File: src/rtl/div_unit.sv
// div_unit: multi-cycle restoring integer divider (DIV/DIVU) producing {remainder, quotient} for HI/LO.
// Ports:
//   clk, rst_n              clock, asynchronous active-low reset
//   start_i, signed_i       divide request (held until done_o) and signed mode
//   dividend_i, divisor_i   operands, sampled with start_i in IDLE
//   flush_i                 exception flush, aborts any operation
//   stallreq_o              stall request while start_i is high and the result is not yet strobed
//   busy_o, done_o          calculating / one-cycle result strobe
//   div_zero_o              divisor was zero, valid with done_o
//   hilo_o                  {remainder, quotient}, held until the next result
module div_unit #(
    parameter int WIDTH     = 32,
    parameter int STEP_BITS = 1
) (
    input  logic                 clk,
    input  logic                 rst_n,
    input  logic                 start_i,
    input  logic                 signed_i,
    input  logic [WIDTH-1:0]     dividend_i,
    input  logic [WIDTH-1:0]     divisor_i,
    input  logic                 flush_i,
    output logic                 stallreq_o,
    output logic                 busy_o,
    output logic                 done_o,
    output logic                 div_zero_o,
    output logic [2*WIDTH-1:0]   hilo_o
);
    localparam int ITERS = WIDTH / STEP_BITS;
    localparam int CW    = $clog2(ITERS);
    typedef enum logic [1:0] {IDLE, CALC, FIXSIGN, DONE} state_t;
    state_t             state_q, state_d;
    logic [WIDTH:0]     rem_q, rem_d, rem_s;
    logic [WIDTH-1:0]   quo_q, quo_d, quo_s;
    logic [WIDTH-1:0]   dsr_q, dsr_d;
    logic [CW-1:0]      cnt_q, cnt_d;
    logic               qneg_q, qneg_d, rneg_q, rneg_d, dz_q, dz_d;
    logic [2*WIDTH-1:0] hilo_q, hilo_d;
    // quo_q starts as the dividend magnitude and is shifted out MSB first while quotient bits shift in
    always_comb begin
        rem_s = rem_q;
        quo_s = quo_q;
        for (int i = 0; i < STEP_BITS; i++) begin
            rem_s = {rem_s[WIDTH-1:0], quo_s[WIDTH-1]};
            quo_s = {quo_s[WIDTH-2:0], 1'b0};
            if (rem_s >= {1'b0, dsr_q}) begin
                rem_s    = rem_s - {1'b0, dsr_q};
                quo_s[0] = 1'b1;
            end
        end
    end
    always_comb begin
        state_d = state_q;
        rem_d   = rem_q;
        quo_d   = quo_q;
        dsr_d   = dsr_q;
        cnt_d   = cnt_q;
        qneg_d  = qneg_q;
        rneg_d  = rneg_q;
        dz_d    = dz_q;
        hilo_d  = hilo_q;
        if (flush_i) begin
            state_d = IDLE;
        end else begin
            case (state_q)
                IDLE: if (start_i) begin
                    quo_d   = (signed_i && dividend_i[WIDTH-1]) ? -dividend_i : dividend_i;
                    dsr_d   = (signed_i && divisor_i[WIDTH-1]) ? -divisor_i : divisor_i;
                    rem_d   = '0;
                    cnt_d   = '0;
                    qneg_d  = signed_i & (dividend_i[WIDTH-1] ^ divisor_i[WIDTH-1]);
                    rneg_d  = signed_i & dividend_i[WIDTH-1];
                    dz_d    = (divisor_i == '0);
                    state_d = dz_d ? DONE : CALC;
                    hilo_d  = dz_d ? {dividend_i, {WIDTH{1'b1}}} : hilo_q;
                end
                CALC: begin
                    rem_d   = rem_s;
                    quo_d   = quo_s;
                    cnt_d   = cnt_q + 1'b1;
                    state_d = (cnt_q == CW'(ITERS - 1)) ? FIXSIGN : CALC;
                end
                FIXSIGN: begin
                    hilo_d  = {rneg_q ? -rem_q[WIDTH-1:0] : rem_q[WIDTH-1:0],
                               qneg_q ? -quo_q : quo_q};
                    state_d = DONE;
                end
                default: state_d = IDLE;
            endcase
        end
    end
    always_ff @(posedge clk or negedge rst_n) begin
        if (!rst_n) begin
            state_q <= IDLE;
            rem_q   <= '0;
            quo_q   <= '0;
            dsr_q   <= '0;
            cnt_q   <= '0;
            qneg_q  <= 1'b0;
            rneg_q  <= 1'b0;
            dz_q    <= 1'b0;
            hilo_q  <= '0;
        end else begin
            state_q <= state_d;
            rem_q   <= rem_d;
            quo_q   <= quo_d;
            dsr_q   <= dsr_d;
            cnt_q   <= cnt_d;
            qneg_q  <= qneg_d;
            rneg_q  <= rneg_d;
            dz_q    <= dz_d;
            hilo_q  <= hilo_d;
        end
    end
    assign stallreq_o = start_i && (state_q != DONE);
    assign busy_o     = (state_q == CALC) || (state_q == FIXSIGN);
    assign done_o     = (state_q == DONE);
    assign div_zero_o = dz_q;
    assign hilo_o     = hilo_q;
endmodule

File: config.mk
export PLATFORM = sky130hd
export DESIGN_NAME = div_unit
export DESIGN_NICKNAME = d
export VERILOG_FILES = /design/src/rtl/div_unit.sv
export SDC_FILE = /design/constraint.sdc
export NUM_CORES = 1
export LEC_CHECK = 0
export CAP_MARGIN = 20
export CORE_MARGIN = 1
export CORE_UTILIZATION = 55
export CTS_CLUSTER_DIAMETER = 50
export DETAILED_ROUTE_END_ITERATION = 16
export PLACE_DENSITY = 0.8
export SYNTH_ARGS = -nofsm -noshare
export SYNTH_HDL_FRONTEND = slang
export SYNTH_SLANG_ARGS = --single-unit
File: constraint.sdc
create_clock -name clk -period 3.6 [get_ports clk]
set_input_delay 0.9 -clock clk [delete_from_list [all_inputs] [get_ports clk]]
set_output_delay 0.9 -clock clk [all_outputs]
set_load 0.005 [all_outputs]
; ---- After elaboration in Yosys (flattened, before gate mapping)
; Cells that the tools add are included.
[classes]
add_sub_neg = 6
multipliers = 0
div_mod_pow = 0
order_cmp = 1
n_eq_ne = 8
shift = 0
mux = 20
bitwise = 4
reduce_logical = 11
[ops]
columns = op, n
row1 = 2-to-1 mux 32 bit, 7
row2 = 2-to-1 mux 64 bit, 2
row3 = negation 32 bit, 4
row4 = one-hot mux 32 bit (2 select lines), 2
row5 = one-hot mux 64 bit (2 select lines), 1
row6 = greater-or-equal comparator 33 x 32 -> 1 bit, 1
row7 = logical NOT 32 bit, 1
row8 = subtractor 32 bit, 1
row9 = one-hot mux 5 bit (2 select lines), 1
row10 = 2-to-1 mux 2 bit, 4
row11 = != test 2 bit (second input constant), 3
row12 = one-hot mux 2 bit (3 select lines), 1
row13 = AND reduction 3 bit, 2
row14 = adder 5 x 1 -> 5 bit (second input constant), 1
row15 = == test 5 bit (second input constant), 1
row16 = 2-to-1 mux 5 bit, 1
row17 = == test 2 bit (second input constant), 2
row18 = AND reduction 4 bit, 1
row19 = nonzero test 2 bit, 2
row20 = logical AND 1 bit, 3
row21 = != test 3 bit (second input constant), 1
row22 = AND 1 bit, 2
row23 = == test 2 x 1 -> 1 bit (second input constant), 1
row24 = logical NOT 2 bit, 1
row25 = other kinds (4), 4
[word_totals]
regBits = 170
latchBits = 0
ramBits = 0
romBits = 0
word_cells = 59
memories = 0

; ---- Logic depth before layout (Yosys ltp)
[depth]
depth_word = 5
depth_mapped = 15
ltp_nobuf = 13

; ---- Worst setup path before layout
; Ideal clock, no wire load.
[synth_path]
path_type = in2reg
start = in divisor_i[6]
end = reg hilo_q[31], in the netlist hilo_o[31]
setup_ns = 0.123
t_arrival_ns = 2.943
slack_ns = 0.534
path_stages = 12
path_cell_list = or4_1 nor3_2 nand2_1 nor3_2 and3_1 buf_2 a31o_2 buf_4 and2_1 buf_2 buf_6 a21oi_1
[synth_between]
elab_chain_len = 3
[synth_lines]
columns = element, line
row1 = start: declaration, 20  ; input logic [WIDTH-1:0] divisor_i,
row2 = logical NOT 32 bit, 72  ; dz_d = (divisor_i == '0);
row3 = != test 2 bit (no line), -
row4 = AND reduction 4 bit (no line), -
row5 = end signal: assignment, 111  ; hilo_q <= hilo_d;
row6 = end: declaration, 37  ; logic [2*WIDTH-1:0] hilo_q, hilo_d;
; Every way passes these cells.
; A chain may end at the register's enable or synchronous reset.

; ---- Worst setup path in the final report
[layout_path]
start = reg rem_q[13]
end = reg rem_q[27]
[layout_between]
elab_chain_len = 3
word_cells_on_any_way = 4
classes_between = add/sub (1) / order compare (1) / mux (2)
[layout_lines]
columns = element, line
row1 = start: declaration, 32  ; logic [WIDTH:0] rem_q, rem_d, rem_s;
row2 = start signal: assignment, 104  ; rem_q <= rem_d;
row3 = subtractor 32 bit / greater-or-equal comparator 33 x 32 -> 1 bit (equally long branches), "46, 45"
row4 = 2-to-1 mux 32 bit (*), 45  ; if (rem_s >= {1'b0, dsr_q}) begin
row5 = one-hot mux 32 bit (2 select lines) (*), 64  ; case (state_q)
; Mark *: on every way between the ends. The rest lies on a longest branch, timed or not.

==> results.toml <==
[synth]
syn-num-nets = 1563
synthTopCellsByCount = "nand2_1 (216), o21ai_0 (187), dfrtp_1 (170), a21oi_1 (133), nor2_1 (118)"
ys_types = 65
synth_edf_count = 0
synth_top_cell_by_area = "dfrtp_1"
yosys.area.top_type_share_pct = 36.3
synth_cells = 1451
syn_area_per_cell_um2 = 8.07
synth-async-reset-ratio_pct = 100
ys_ff_latch = 170
syn-cell-area_mm2 = 0.0117
ys.warnings.count = 0
synthFlopType = "dfrtp_1"
synth_most_common_cell = "nand2_1"
synth-seq-area-share_pct = 36.3
synth_area_leaders = "dfrtp_1 (36%), o21ai_0 (8.0%), nand2_1 (6.9%)"

[global_routing]
grt_max_degree = 64
grt-ovfl-total = 0
grt_pass1_vias = 10500
antenna_found_initial = 0
grt_pass1_wl_um = 53000
grtUsageTotal_pct = 30.6

[outcome]
violations = "DRC"
status = "finished, violations left"

[power_and_ir_drop]
p_total_mw = 9.84
p_per_area_mw_per_mm2 = 688
p_leak_nw = 6.22
vdd_drop_max_v = 0.000414

[place]
dp_cells = 1854
place_hpwl_um = 24700
routabilityCongestion = 0.916
place_ws_ns = -0.0806
place_area_mm2 = 0.0137
io_buffers = 136

[setup_path]
rr_endpoint = "rem_q[27]"
r2r-start = "rem_q[13]"
arrival_ns = 3.66
path_class = "flip-flop to flip-flop"
reg2reg_slack_ns = 0.28
cp-start-kind = "flip-flop"
end_kind = "flip-flop"
critPathMaxFanout = 5
cp.required_ns = 3.94
r2r_cells = 10

[sta]
tightest_slew_ns = 1.02
finalCriticalPeriod_ns = 3.32
final_max_slew_viol_count = 0
period_share_pct = 92.3
final.setup_skew_ns = 0.0173
finalHoldViolCount = 0
fmax_mhz = 301
finalSetupViolations = 0
postLayoutSetupSlackWorst_ns = 0.277
slew_headroom_pct = 31.9
rsz0062_at_grt = "false"

[cells_and_area]
final_util_pct = 68.2
layout.nets = 1710
fillers = 1746
multiInputGateArea_mm2 = 0.00693
design_area_mm2 = 0.0143
diodes = 0
drive_gt1_share_pct = 8.38
areaGrowthSynthToFinish_pct = 22.1
final_cells = 1886
final-seq-area_mm2 = 0.00425

[cts]
clk_path_buf_depth = 2
post-cts-setup-buffer-count = 0
numCtsBuffers = 17
clk_pin_slew_ns = 0.08
cts-root-buf = "clkbuf_16"
cts.htree.levels = 4
clk_latency_ns = 0.44
cts_tree = "yes"
clock-sinks = 170

[worst_hold_path]
hp-class = "input pin to asynchronous set/reset pin"

[drt]
wl_per_cell_um = 17.1
vias = 11200
drtAntennaViolNets = 0
wl_um = 32300
viasPerCell = 5.91
drc = 1
first_pass_iters = 11
drtIter0Drc = 778

[floorplanning]
io_pins = 137
dieArea_mm2 = 0.0219
die_width_um = 148
initial_core_util_pct = 55.9
fp.dieH_um = 148
num_rows = 53
core_mm2 = 0.0210

[job]
drv_cap = 0
[state kept, by name (all words and copies together), names as in the netlist]
name        count
rneg_q          1
dsr_q          32
state_q         2
quo_q          32
cnt_q           5
qneg_q          1
hilo_o         64
rem_q          32
div_zero_o      1
[logic make-up (layout without fill, tap and decap cells)]
logic type,after synthesis,after routing,share of synthesized area [%]
xor+xnor,143,143,10.7
buf+inv,139,299,4.87
simple gates,479,479,18.8
flops,170,170,36.3
mux,24,24,2.06
fa+ha+maj,43,43,4.66
compound gates,453,453,22.6
[worst max path at each step]
stage,start,to,cells after the start
6_report,rem_q[13],rem_q[27],10
5_1_grt,quo_q[31],rem_q[24],13
4_1_cts,quo_q[31],rem_q[24],13
3_5_place_dp,dividend_i[10],quo_q[25],10
3_3_place_gp,dividend_i[10],quo_q[25],10
2_1_floorplan,divisor_i[6],hilo_o[31],12
[metrics by stage]
stage / hold WS, ns / TNS, ns
final: 0.440 / 0
after global routing: 0.480 / 0
after CTS: 0.457 / 0
after detailed placement: 0.469 / -0.147
after global placement: 0.462 / -0.0607
after floorplan: 0.450 / 0
[power by group]
group          switching, mW  internal, mW
Sequential             0.586          2.29
Clock                  0.895         0.924
Combinational           2.94          2.21
Total                   4.42          5.42
[critical path, cell delays in order, from the launching register on]
cell and delay [ns]:
dfrtp_1 0.46, ha_1 0.34, a21oi_1 0.30, o21ai_0 0.20
nor3_1 0.26, a2111oi_1 0.13, a2111oi_1 0.66, nor2_1 0.12
o31ai_1 0.41, o31ai_1 0.13, a31o_2 0.22
[repair_timing]
action | CTS | global route
hold buffers | 0 | 0
gates resized for setup | 0 | 4
setup endpoints to repair | 0 | 4
[cell type report]
cell class | count | share of cell area (%)
tap | 275 | 2.41
sequential | 170 | 29.8
clock inverter | 15 | 1.09
timing repair buffer | 208 | 13.7
clock buffer | 17 | 2.98
multi-input combinational | 1142 | 48.5
inverter | 59 | 1.55
[layer usage]
layer	share of wire [%]	global-route usage [%]
met5	0	0
met4	3.1	12.5
met3	6.4	3.33
met2	47	50.7
met1	43	40.8
[placed cells by master (no fill, tap or decap), types with 5 or more instances in the layout]
master	count
nor4_1	14
inv_1	59
buf_12	5
nor2b_1	8
nand4_1	13
dfrtp_1	170
a21oi_1	133
or4_1	8
xnor2_1	56
and3_1	7
clkdlybuf4s50_1	135
mux2i_1	23
nand2_1	216
ha_1	40
nand3_1	18
xor2_1	87
a21o_1	16
nor3_1	20
or3_1	13
clkbuf_16	17
nor2_1	117
o41ai_1	12
nand2b_1	7
and2_1	10
buf_4	67
o31ai_1	23
a31oi_1	16
o211ai_1	7
o21ai_0	186
a211oi_1	7
a32oi_1	7
nand3b_1	6
o21a_1	7
Note: power is estimated with default switching activity, not from simulation.
